--- src/rtl/dram_wb_bist.sv ---
// dram_wb_bist: Wishbone classic initiator that writes an LFSR pattern over an
// address window of the DRAM user port, reads it back and counts mismatches.
//
// Ports:
//   clk, rst_n                 system clock, asynchronous active-low reset
//   start                      1-cycle pulse, begins a test when idle/done
//   base_addr, length, seed    window start, word count, LFSR seed (0 -> 1)
//   busy, done, timeout        test status (done/timeout sticky until next start)
//   err_count, first_err_addr  saturating error count and first failing address
//   wb_*                       Wishbone classic initiator signals
//
// Optional feature: define DRAM_BIST_INVERT_PASS_EN to add a second write+read
// pass with inverted data so every bit is exercised at both 0 and 1.
module dram_wb_bist #(
  parameter int unsigned ADDR_WIDTH = 30,
  parameter int unsigned DATA_WIDTH = 32,
  parameter int unsigned TIMEOUT    = 1024
) (
  input  logic                  clk,
  input  logic                  rst_n,
  input  logic                  start,
  input  logic [ADDR_WIDTH-1:0] base_addr,
  input  logic [ADDR_WIDTH-1:0] length,
  input  logic [DATA_WIDTH-1:0] seed,
  output logic                  busy,
  output logic                  done,
  output logic                  timeout,
  output logic [15:0]           err_count,
  output logic [ADDR_WIDTH-1:0] first_err_addr,
  output logic [ADDR_WIDTH-1:0] wb_adr,
  output logic [DATA_WIDTH-1:0] wb_dat_w,
  input  logic [DATA_WIDTH-1:0] wb_dat_r,
  output logic [3:0]            wb_sel,
  output logic                  wb_cyc,
  output logic                  wb_stb,
  output logic                  wb_we,
  input  logic                  wb_ack,
  input  logic                  wb_err
);

  localparam int unsigned TW = $clog2(TIMEOUT + 1);
  localparam logic [TW-1:0] TO_LAST = TW'(TIMEOUT - 1);
  // Galois taps for x^32+x^22+x^2+x+1 (right-shifting form)
  localparam logic [DATA_WIDTH-1:0] LFSR_TAPS = DATA_WIDTH'(32'h8020_0003);

  typedef enum logic [2:0] {
    S_IDLE, S_WRITE, S_GAP, S_READ, S_DONE
  } state_t;

  state_t                r_state;
  logic [ADDR_WIDTH-1:0] r_base;
  logic [ADDR_WIDTH-1:0] r_len;
  logic [ADDR_WIDTH-1:0] r_idx;
  logic [DATA_WIDTH-1:0] r_seed;
  logic [DATA_WIDTH-1:0] r_lfsr;
  logic [TW-1:0]         r_to_cnt;
  logic                  r_busy;
  logic                  r_done;
  logic                  r_timeout;
  logic [15:0]           r_err_count;
  logic [ADDR_WIDTH-1:0] r_first_err;
  logic [ADDR_WIDTH-1:0] r_adr;
  logic [DATA_WIDTH-1:0] r_dat_w;
  logic                  r_cyc;
  logic                  r_we;

  logic [DATA_WIDTH-1:0] w_lfsr_next;
  logic [DATA_WIDTH-1:0] w_pat_next;
  logic [DATA_WIDTH-1:0] w_exp;
  logic [DATA_WIDTH-1:0] w_seed_eff;
  logic                  w_resp;
  logic                  w_last;
  logic                  w_hit;

  assign w_lfsr_next = {1'b0, r_lfsr[DATA_WIDTH-1:1]} ^ (r_lfsr[0] ? LFSR_TAPS : '0);
  assign w_seed_eff  = (seed == '0) ? DATA_WIDTH'(1) : seed;
  // err takes priority over ack; either one completes the transfer
  assign w_resp      = wb_ack | wb_err;
  assign w_last      = (ADDR_WIDTH'(r_idx + 1'b1) == r_len);

`ifdef DRAM_BIST_INVERT_PASS_EN
  logic r_inv;
  logic r_gap_to_rd;
  assign w_pat_next = r_inv ? ~w_lfsr_next : w_lfsr_next;
  assign w_exp      = r_inv ? ~r_lfsr : r_lfsr;
`else
  assign w_pat_next = w_lfsr_next;
  assign w_exp      = r_lfsr;
`endif

  // A bus error always counts; read data is only compared when no error
  assign w_hit = wb_err | ((r_state == S_READ) && (wb_dat_r != w_exp));

  // Test sequencer with registered bus and status outputs
  always_ff @(posedge clk or negedge rst_n) begin
    if (!rst_n) begin
      r_state     <= S_IDLE;
      r_base      <= '0;
      r_len       <= '0;
      r_idx       <= '0;
      r_seed      <= DATA_WIDTH'(1);
      r_lfsr      <= DATA_WIDTH'(1);
      r_to_cnt    <= '0;
      r_busy      <= 1'b0;
      r_done      <= 1'b0;
      r_timeout   <= 1'b0;
      r_err_count <= '0;
      r_first_err <= '0;
      r_adr       <= '0;
      r_dat_w     <= '0;
      r_cyc       <= 1'b0;
      r_we        <= 1'b0;
`ifdef DRAM_BIST_INVERT_PASS_EN
      r_inv       <= 1'b0;
      r_gap_to_rd <= 1'b0;
`endif
    end else begin
      case (r_state)
        S_IDLE, S_DONE: begin
          if (start) begin
            r_done      <= 1'b0;
            r_timeout   <= 1'b0;
            r_err_count <= '0;
            r_first_err <= '0;
            r_base      <= base_addr;
            r_len       <= length;
            r_seed      <= w_seed_eff;
            r_lfsr      <= w_seed_eff;
            r_idx       <= '0;
            r_to_cnt    <= '0;
`ifdef DRAM_BIST_INVERT_PASS_EN
            r_inv       <= 1'b0;
`endif
            if (length == '0) begin
              r_state <= S_DONE;
              r_done  <= 1'b1;
            end else begin
              r_state <= S_WRITE;
              r_busy  <= 1'b1;
              r_cyc   <= 1'b1;
              r_we    <= 1'b1;
              r_adr   <= base_addr;
              r_dat_w <= w_seed_eff;
            end
          end
        end

        S_WRITE, S_READ: begin
          if (w_resp) begin
            r_to_cnt <= '0;
            r_lfsr   <= w_lfsr_next;
            r_idx    <= ADDR_WIDTH'(r_idx + 1'b1);
            if (w_hit) begin
              if (r_err_count == '0) r_first_err <= r_adr;
              if (r_err_count != 16'hFFFF) r_err_count <= r_err_count + 16'd1;
            end
            if (w_last) begin
              r_cyc <= 1'b0;
              r_we  <= 1'b0;
              if (r_state == S_WRITE) begin
                r_state <= S_GAP;
`ifdef DRAM_BIST_INVERT_PASS_EN
                r_gap_to_rd <= 1'b1;
`endif
              end else begin
`ifdef DRAM_BIST_INVERT_PASS_EN
                if (!r_inv) begin
                  r_state     <= S_GAP;
                  r_inv       <= 1'b1;
                  r_gap_to_rd <= 1'b0;
                end else begin
                  r_state <= S_DONE;
                  r_busy  <= 1'b0;
                  r_done  <= 1'b1;
                end
`else
                r_state <= S_DONE;
                r_busy  <= 1'b0;
                r_done  <= 1'b1;
`endif
              end
            end else begin
              // next word presented immediately, stb stays high
              r_adr <= ADDR_WIDTH'(r_adr + 1'b1);
              if (r_state == S_WRITE) r_dat_w <= w_pat_next;
            end
          end else if (r_to_cnt == TO_LAST) begin
            // slave stalled too long: abandon the rest of the test
            r_timeout <= 1'b1;
            r_done    <= 1'b1;
            r_busy    <= 1'b0;
            r_cyc     <= 1'b0;
            r_we      <= 1'b0;
            r_state   <= S_DONE;
          end else begin
            r_to_cnt <= TW'(r_to_cnt + 1'b1);
          end
        end

        S_GAP: begin
          r_lfsr   <= r_seed;
          r_idx    <= '0;
          r_to_cnt <= '0;
          r_adr    <= r_base;
          r_cyc    <= 1'b1;
`ifdef DRAM_BIST_INVERT_PASS_EN
          if (r_gap_to_rd) begin
            r_state <= S_READ;
            r_we    <= 1'b0;
            r_dat_w <= '0;
          end else begin
            r_state <= S_WRITE;
            r_we    <= 1'b1;
            r_dat_w <= ~r_seed;
          end
`else
          r_state <= S_READ;
          r_we    <= 1'b0;
          r_dat_w <= '0;
`endif
        end

        default: begin
          r_state <= S_IDLE;
          r_cyc   <= 1'b0;
          r_we    <= 1'b0;
          r_busy  <= 1'b0;
        end
      endcase
    end
  end

  assign busy           = r_busy;
  assign done           = r_done;
  assign timeout        = r_timeout;
  assign err_count      = r_err_count;
  assign first_err_addr = r_first_err;
  assign wb_adr         = r_adr;
  assign wb_dat_w       = r_dat_w;
  assign wb_sel         = 4'hF;
  assign wb_cyc         = r_cyc;
  assign wb_stb         = r_cyc;
  assign wb_we          = r_we;

endmodule

--- config.mk ---
export PLATFORM = sky130hd
export DESIGN_NAME = dram_wb_bist
export DESIGN_NICKNAME = d
export VERILOG_FILES = /design/src/rtl/dram_wb_bist.sv
export SDC_FILE = /design/constraint.sdc
export NUM_CORES = 1
export LEC_CHECK = 0
export BUFFER_PORTS_ARGS = -buffer_cell sky130_fd_sc_hd__buf_2
export CORE_MARGIN = 2
export CORE_UTILIZATION = 53
export CTS_BUF_LIST = sky130_fd_sc_hd__clkbuf_8
export CTS_CLUSTER_DIAMETER = 150
export DETAILED_ROUTE_END_ITERATION = 6
export MAX_ROUTING_LAYER = met4
export PLACE_DENSITY = 0.79
export SLEW_MARGIN = 20
export SYNTH_ARGS = -nofsm -noshare
export SYNTH_HDL_FRONTEND = slang
export SYNTH_SLANG_ARGS = --single-unit
--- constraint.sdc ---
create_clock -name clk -period 3.42 [get_ports clk]
set_input_delay 0.513 -clock clk [delete_from_list [all_inputs] [get_ports clk]]
set_output_delay 0.513 -clock clk [all_outputs]
set_load 0.02 [all_outputs]
# After elaboration in Yosys (flattened, before gate mapping)
# Cells that the tools add are included.
[totals]
inputBits = 129
wordCells = 127
ff_bits = 281
[op_classes]
n_reduce_logical = 21
addsub = 4
bitwise = 4
mux = 60
n_eq_ne = 22
[op_table]
columns = ["op", "n"]
rows = [
  ["two-way mux 32 bit", 9],
  ["two-way mux 30 bit", 9],
  ["case mux 32 bit (3 select lines)", 2],
  ["case mux 30 bit (3 select lines)", 2],
  ["two-way mux 16 bit", 4],
  ["adder 30 x 1 -> 30 bit, second input constant", 2],
  ["case mux 30 bit (2 select lines)", 1],
  ["two-way mux 11 bit", 3],
  ["case mux 11 bit (3 select lines)", 1],
  ["zero test 32 bit", 1],
  ["inequality test 32 bit", 1],
  ["case mux 16 bit (2 select lines)", 1],
  ["XOR 31 x 32 -> 32 bit", 1],
  ["equality test 30 bit", 1],
  ["zero test 30 bit", 1],
  ["inequality test 2 bit, second input constant", 10],
  ["AND reduction 5 bit", 4],
  ["two-way mux 3 bit", 6],
  ["adder 16 x 1 -> 16 bit, second input constant", 1],
  ["zero test 16 bit", 1],
  ["two-way mux 1 bit", 16],
  ["inequality test 16 bit, second input constant", 1],
  ["inequality test 3 bit, second input constant", 4],
  ["AND reduction 6 bit", 2],
  ["other kinds (18)", 27],
]

# Logic depth before layout (Yosys ltp)
[depth]
word_depth = 6
mapped_depth = 13
ltp_nobuf = 10

# Least setup slack after synthesis
# OpenSTA, ideal clock, no wires.
[synth_timing]
kind = "flip-flop to flip-flop"
start = "reg r_idx[0]"
end = "reg r_adr[14] (netlist: wb_adr[14])"
path_slack_ps = -242
synth_period_minus_slack_ps = 3662
setup_ps = 126
arrival_time_ps = 3536
stages_incl_launch_ff = 12
path_cell_list = "dfrtp_1 > ha_1 > nand3_4 > or4_4 > or4_1 > a222oi_1 > and4_1 > o2111a_2 > nor3b_4 > nor2_2 > buf_6 > o32a_1"
[synth_between]
elab_chain_len = 4
[synth_lines]
columns = ["element", "line", "source"]
rows = [
  ["start, declared", "53", "logic [ADDR_WIDTH-1:0] r_idx;"],
  ["start signal, assigned", "152", "r_idx <= ADDR_WIDTH'(r_idx + 1'b1);"],
  ["adder 30 x 1 -> 30 bit", "79", "assign w_last = (ADDR_WIDTH'(r_idx + 1'b1) == r_len);"],
  ["equality test 30 bit", "79", ""],
  ["inequality test 2 bit (no source line)", "n/a", ""],
  ["AND reduction 5 bit (no source line)", "n/a", ""],
  ["end signal, assigned", "142", "r_adr <= base_addr;"],
  ["end signal, assigned", "184", "r_adr <= ADDR_WIDTH'(r_adr + 1'b1);"],
  ["end signal, assigned", "204", "r_adr <= r_base;"],
  ["end, declared", "62", "logic [ADDR_WIDTH-1:0] r_adr;"],
]
# No other way between the ends.
# A chain may end at the register's enable or synchronous reset.

# Worst setup path after layout
[layout_timing]
start = "reg r_idx[6]"
end = "reg r_busy (netlist: busy)"
[layout_between]
elab_chain_len = 4
[layout_lines]
columns = ["element", "line", "source"]
rows = [
  ["adder 30 x 1 -> 30 bit", "79", ""],
  ["equality test 30 bit", "79", ""],
  ["inequality test 3 bit (no source line)", "n/a", ""],
  ["AND reduction 6 bit (no source line)", "n/a", ""],
  ["end signal, assigned", "104", "r_busy <= 1'b0;"],
  ["end signal, assigned", "139", "r_busy <= 1'b1;"],
  ["end signal, assigned", "178", "r_busy <= 1'b0;"],
  ["end, declared", "57", "logic r_busy;"],
]
# No other way between the ends.

==> impl_metrics.py <==
metrics = {
    "run_status": {
        "run_status": "complete, no violations",
    },
    "logic_synthesis": {
        "yosys.area.top_type": "dfrtp_1",
        "synthFlopType": "dfrtp_1",
        "synth_edf_count": 0,
        "async_reset_ff_frac": 1.00,
        "ys_seq_elements": 281,
        "ys_seq_area_frac": 0.477,
        "netlist_instances": 1678,
        "synth_top_cell_area_share": 0.473,
        "synth_most_common_cell": "nand2_1",
        "ys_types": 76,
        "ys_top_cells_by_area": "dfrtp_1 47%, nand2_1 11%, o21ai_0 4.6%",
        "netlist_area_mm2": 0.0148,
        "syn_area_per_cell_um2": 8.79,
        "synth.top_cells.by_count": "435 x nand2_1, 279 x dfrtp_1, 137 x o21ai_0, 93 x nor2_1, 90 x clkbuf_1",
        "yosys_warnings": 0,
    },
    "floorplan": {
        "core-area_mm2": 0.0276,
        "io_pins": 247,
        "num_rows": 61,
        "initial_core_util": 0.534,
        "die_h_um": 171,
        "die-area_mm2": 0.0292,
        "die_w_um": 171,
    },
    "setup_path": {
        "worstSetupPathType": "reg -> reg",
        "worst-endpoint-required_ns": 3.87,
        "arrival_ns": 3.86,
        "cp_max_fo": 8,
        "critPathLaunchType": "flip-flop",
        "critPathCaptureType": "flip-flop",
    },
    "global_route": {
        "antenna_found_initial": 4,
        "grt_pass1_vias": 13521,
        "grt_max_degree": 88,
        "overflow": 0,
        "grt_pass1_wl_mm": 71.5,
        "track_usage": 0.317,
    },
    "drt": {
        "remaining_drc_errors": 0,
        "drt_iter0_markers": 1401,
        "drtPass1Iterations": 7,
        "vias_per_cell": 5.92,
        "antenna_left": 0,
        "wl_mm": 44.7,
        "vias": 14014,
        "routedWlPerCell_um": 18.9,
    },
    "pwr": {
        "power_switching_mw": 7.31,
        "p_leak_nw": 8.61,
        "swShare": 0.443,
        "combPwrFrac": 0.459,
        "power_frac_seq": 0.356,
        "powerDensity_mw_per_mm2": 925,
        "internal_power_mw": 9.18,
        "p_total_mw": 16.5,
        "irDropWorstVdd_v": 0.000653,
        "clockPowerShare": 0.185,
    },
    "sta": {
        "fin_crit_sh": 0.998,
        "tightestPinTransition_ns": 1.06,
        "rsz0062_at_grt": "yes",
        "drv_slew": 0,
        "relSlewSlack": 0.288,
        "post-route-min-period_ns": 3.41,
        "fin_worst_skew_ns": 0.0180,
        "finalSetupViolCount": 0,
        "finalHoldViolCount": 0,
        "max_freq_mhz": 293,
        "hold_ws_ns": 0.146,
    },
    "place": {
        "dp_hpwl_mm": 31.5,
        "place.port_buffers": 242,
        "gp_congestion": 0.968,
        "place_area_mm2": 0.0167,
    },
    "clocking": {
        "clkLatencyLatePin_ns": 0.58,
        "cts-buffers-inserted": 47,
        "clockBufferDepth": 3,
        "cts_tree": "yes",
        "cts_sinks": 281,
        "path_clk_slew_ns": 0.06,
        "cts_htree_levels": 2,
        "clockRootBuffer": "clkbuf_8",
    },
    "final_layout": {
        "seq_area_mm2": 0.00704,
        "multiInputGateArea_mm2": 0.00736,
        "fill_cells": 2291,
        "finish.utilization": 0.645,
        "fin_nets": 2083,
        "area_growth_pct": 20.8,
        "drive_gt1_frac": 0.234,
        "final_area_mm2": 0.0178,
    },
    "hold_path": {
        "hp-class": "in -> reg",
    },
    "flow_run": {
        "cap_violations": 0,
    },
}
-- sequential cells by signal (all words and copies together) (netlist names) --
signal and cells:
r_lfsr 32, r_seed 32, wb_dat_w 32, first_err_addr 30
r_base 30, r_idx 30, r_len 30, wb_adr 30
err_count 16, r_to_cnt 11, r_state 3, busy 1
done 1, timeout 1, wb_cyc 1, wb_we 1
-- worst max-delay path, stage by stage (launching register included) --
cell	delay, ns
dfrtp_1	0.38
nand3_2	0.12
or4_4	0.59
or4_4	0.56
a222oi_1	0.35
and4_1	0.24
o2111a_2	0.25
nor3b_4	0.20
buf_6	0.18
a21oi_2	0.08
o32a_1	0.36
-- cell families (layout without fill, tap and decap cells) --
kind of cell / count (synthesis) / in the layout / share of synthesized area
XOR/XNOR: 88 / 88 / 0.0522
adder cells (fa/ha/maj): 5 / 5 / 0.00424
other: 1 / 9 / 0.000254
flip-flops: 281 / 281 / 0.477
buffers and inverters: 126 / 429 / 0.0349
AO/OA/AOI/OAI: 400 / 400 / 0.179
multiplexers: 35 / 35 / 0.0265
AND/OR/NAND/NOR: 742 / 743 / 0.226
-- power groups by stage --
| stage | logic, mW | clock network, mW | registers [mW] |
|---|---|---|---|
| 2_1_floorplan | 4.69 | 0 | 6.07 |
| 3_3_place_gp | 7.26 | 0 | 5.80 |
| 3_5_place_dp | 7.46 | 0 | 5.86 |
| 4_1_cts | 7.50 | 3.10 | 5.82 |
| 5_1_grt | 8.36 | 3.25 | 6.00 |
| 6_report | 7.58 | 3.05 | 5.87 |
-- repair_timing --
| action | 4_1_cts | 5_1_grt |
|---|---|---|
| resized for setup | 4 | 9 |
| endpoints found under the hold margin | 63 | 0 |
| pin swaps | 2 | 6 |
| setup endpoints to repair | 33 | 68 |
| cloned | 0 | 1 |
| hold buffers | 1 | 0 |
| buffers inserted | 1 | 3 |
-- area by class of cell --
| cell class | count | area share |
|---|---|---|
| Multi-Input combinational cell | 1275 | 0.413 |
| Sequential cell | 281 | 0.395 |
| Timing Repair Buffer | 328 | 0.107 |
| Clock buffer | 64 | 0.0494 |
| Tap cell | 378 | 0.0265 |
| Clock inverter | 21 | 0.00568 |
| Inverter | 16 | 0.00337 |
| Antenna cell | 5 | 0.000702 |
-- cells in the final DEF, fill, tap and decap left out, types with 25 or more instances in the layout --
master,count
nor2_1,91
dfrtp_1,276
nand2_1,432
mux2_2,33
xnor2_1,35
a21oi_1,68
a22o_1,64
inv_1,33
nand3_1,44
and3_1,25
nor4_1,32
buf_2,241
xor2_1,53
clkbuf_8,64
buf_4,81
a31oi_1,26
o21ai_0,136
-- per-layer routing --
metal,wire length (um),GRT usage,share of wire
met1,18700,0.426,0.42
met2,20500,0.474,0.46
met3,3970,0.0675,0.089
met4,1500,0.122,0.034
met5,0,-,0
-- through the flow --
stage | TNS (ns) | std cells | setup slack (ns)
3_5_place_dp | -1.16 | 2272 | -0.114
4_1_cts | 0 | 2359 | 0.00722
3_3_place_gp | -0.0300 | 2272 | -0.0300
5_1_grt | -3.55 | 2367 | -0.103
2_1_floorplan | 0 | 1681 | 0.0192
6_report | 0 | 2368 | 0.00592
-- path summary, 6_finish.rpt --
path	from	depth (start not counted)	slack, ns	to
worst max-delay path	r_idx[6]	10	0.006	busy
worst min-delay path	base_addr[9]	3	0.15	r_base[9]
worst max register to register	r_idx[6]	10	0.006	busy
worst min register to register	r_base[1]	2	0.48	r_base[1]
max in group asynchronous	rst_n	3	2.05	first_err_addr[3]
min in group asynchronous	rst_n	2	0.46	r_seed[6]
Power figures use the tool's default switching activity.
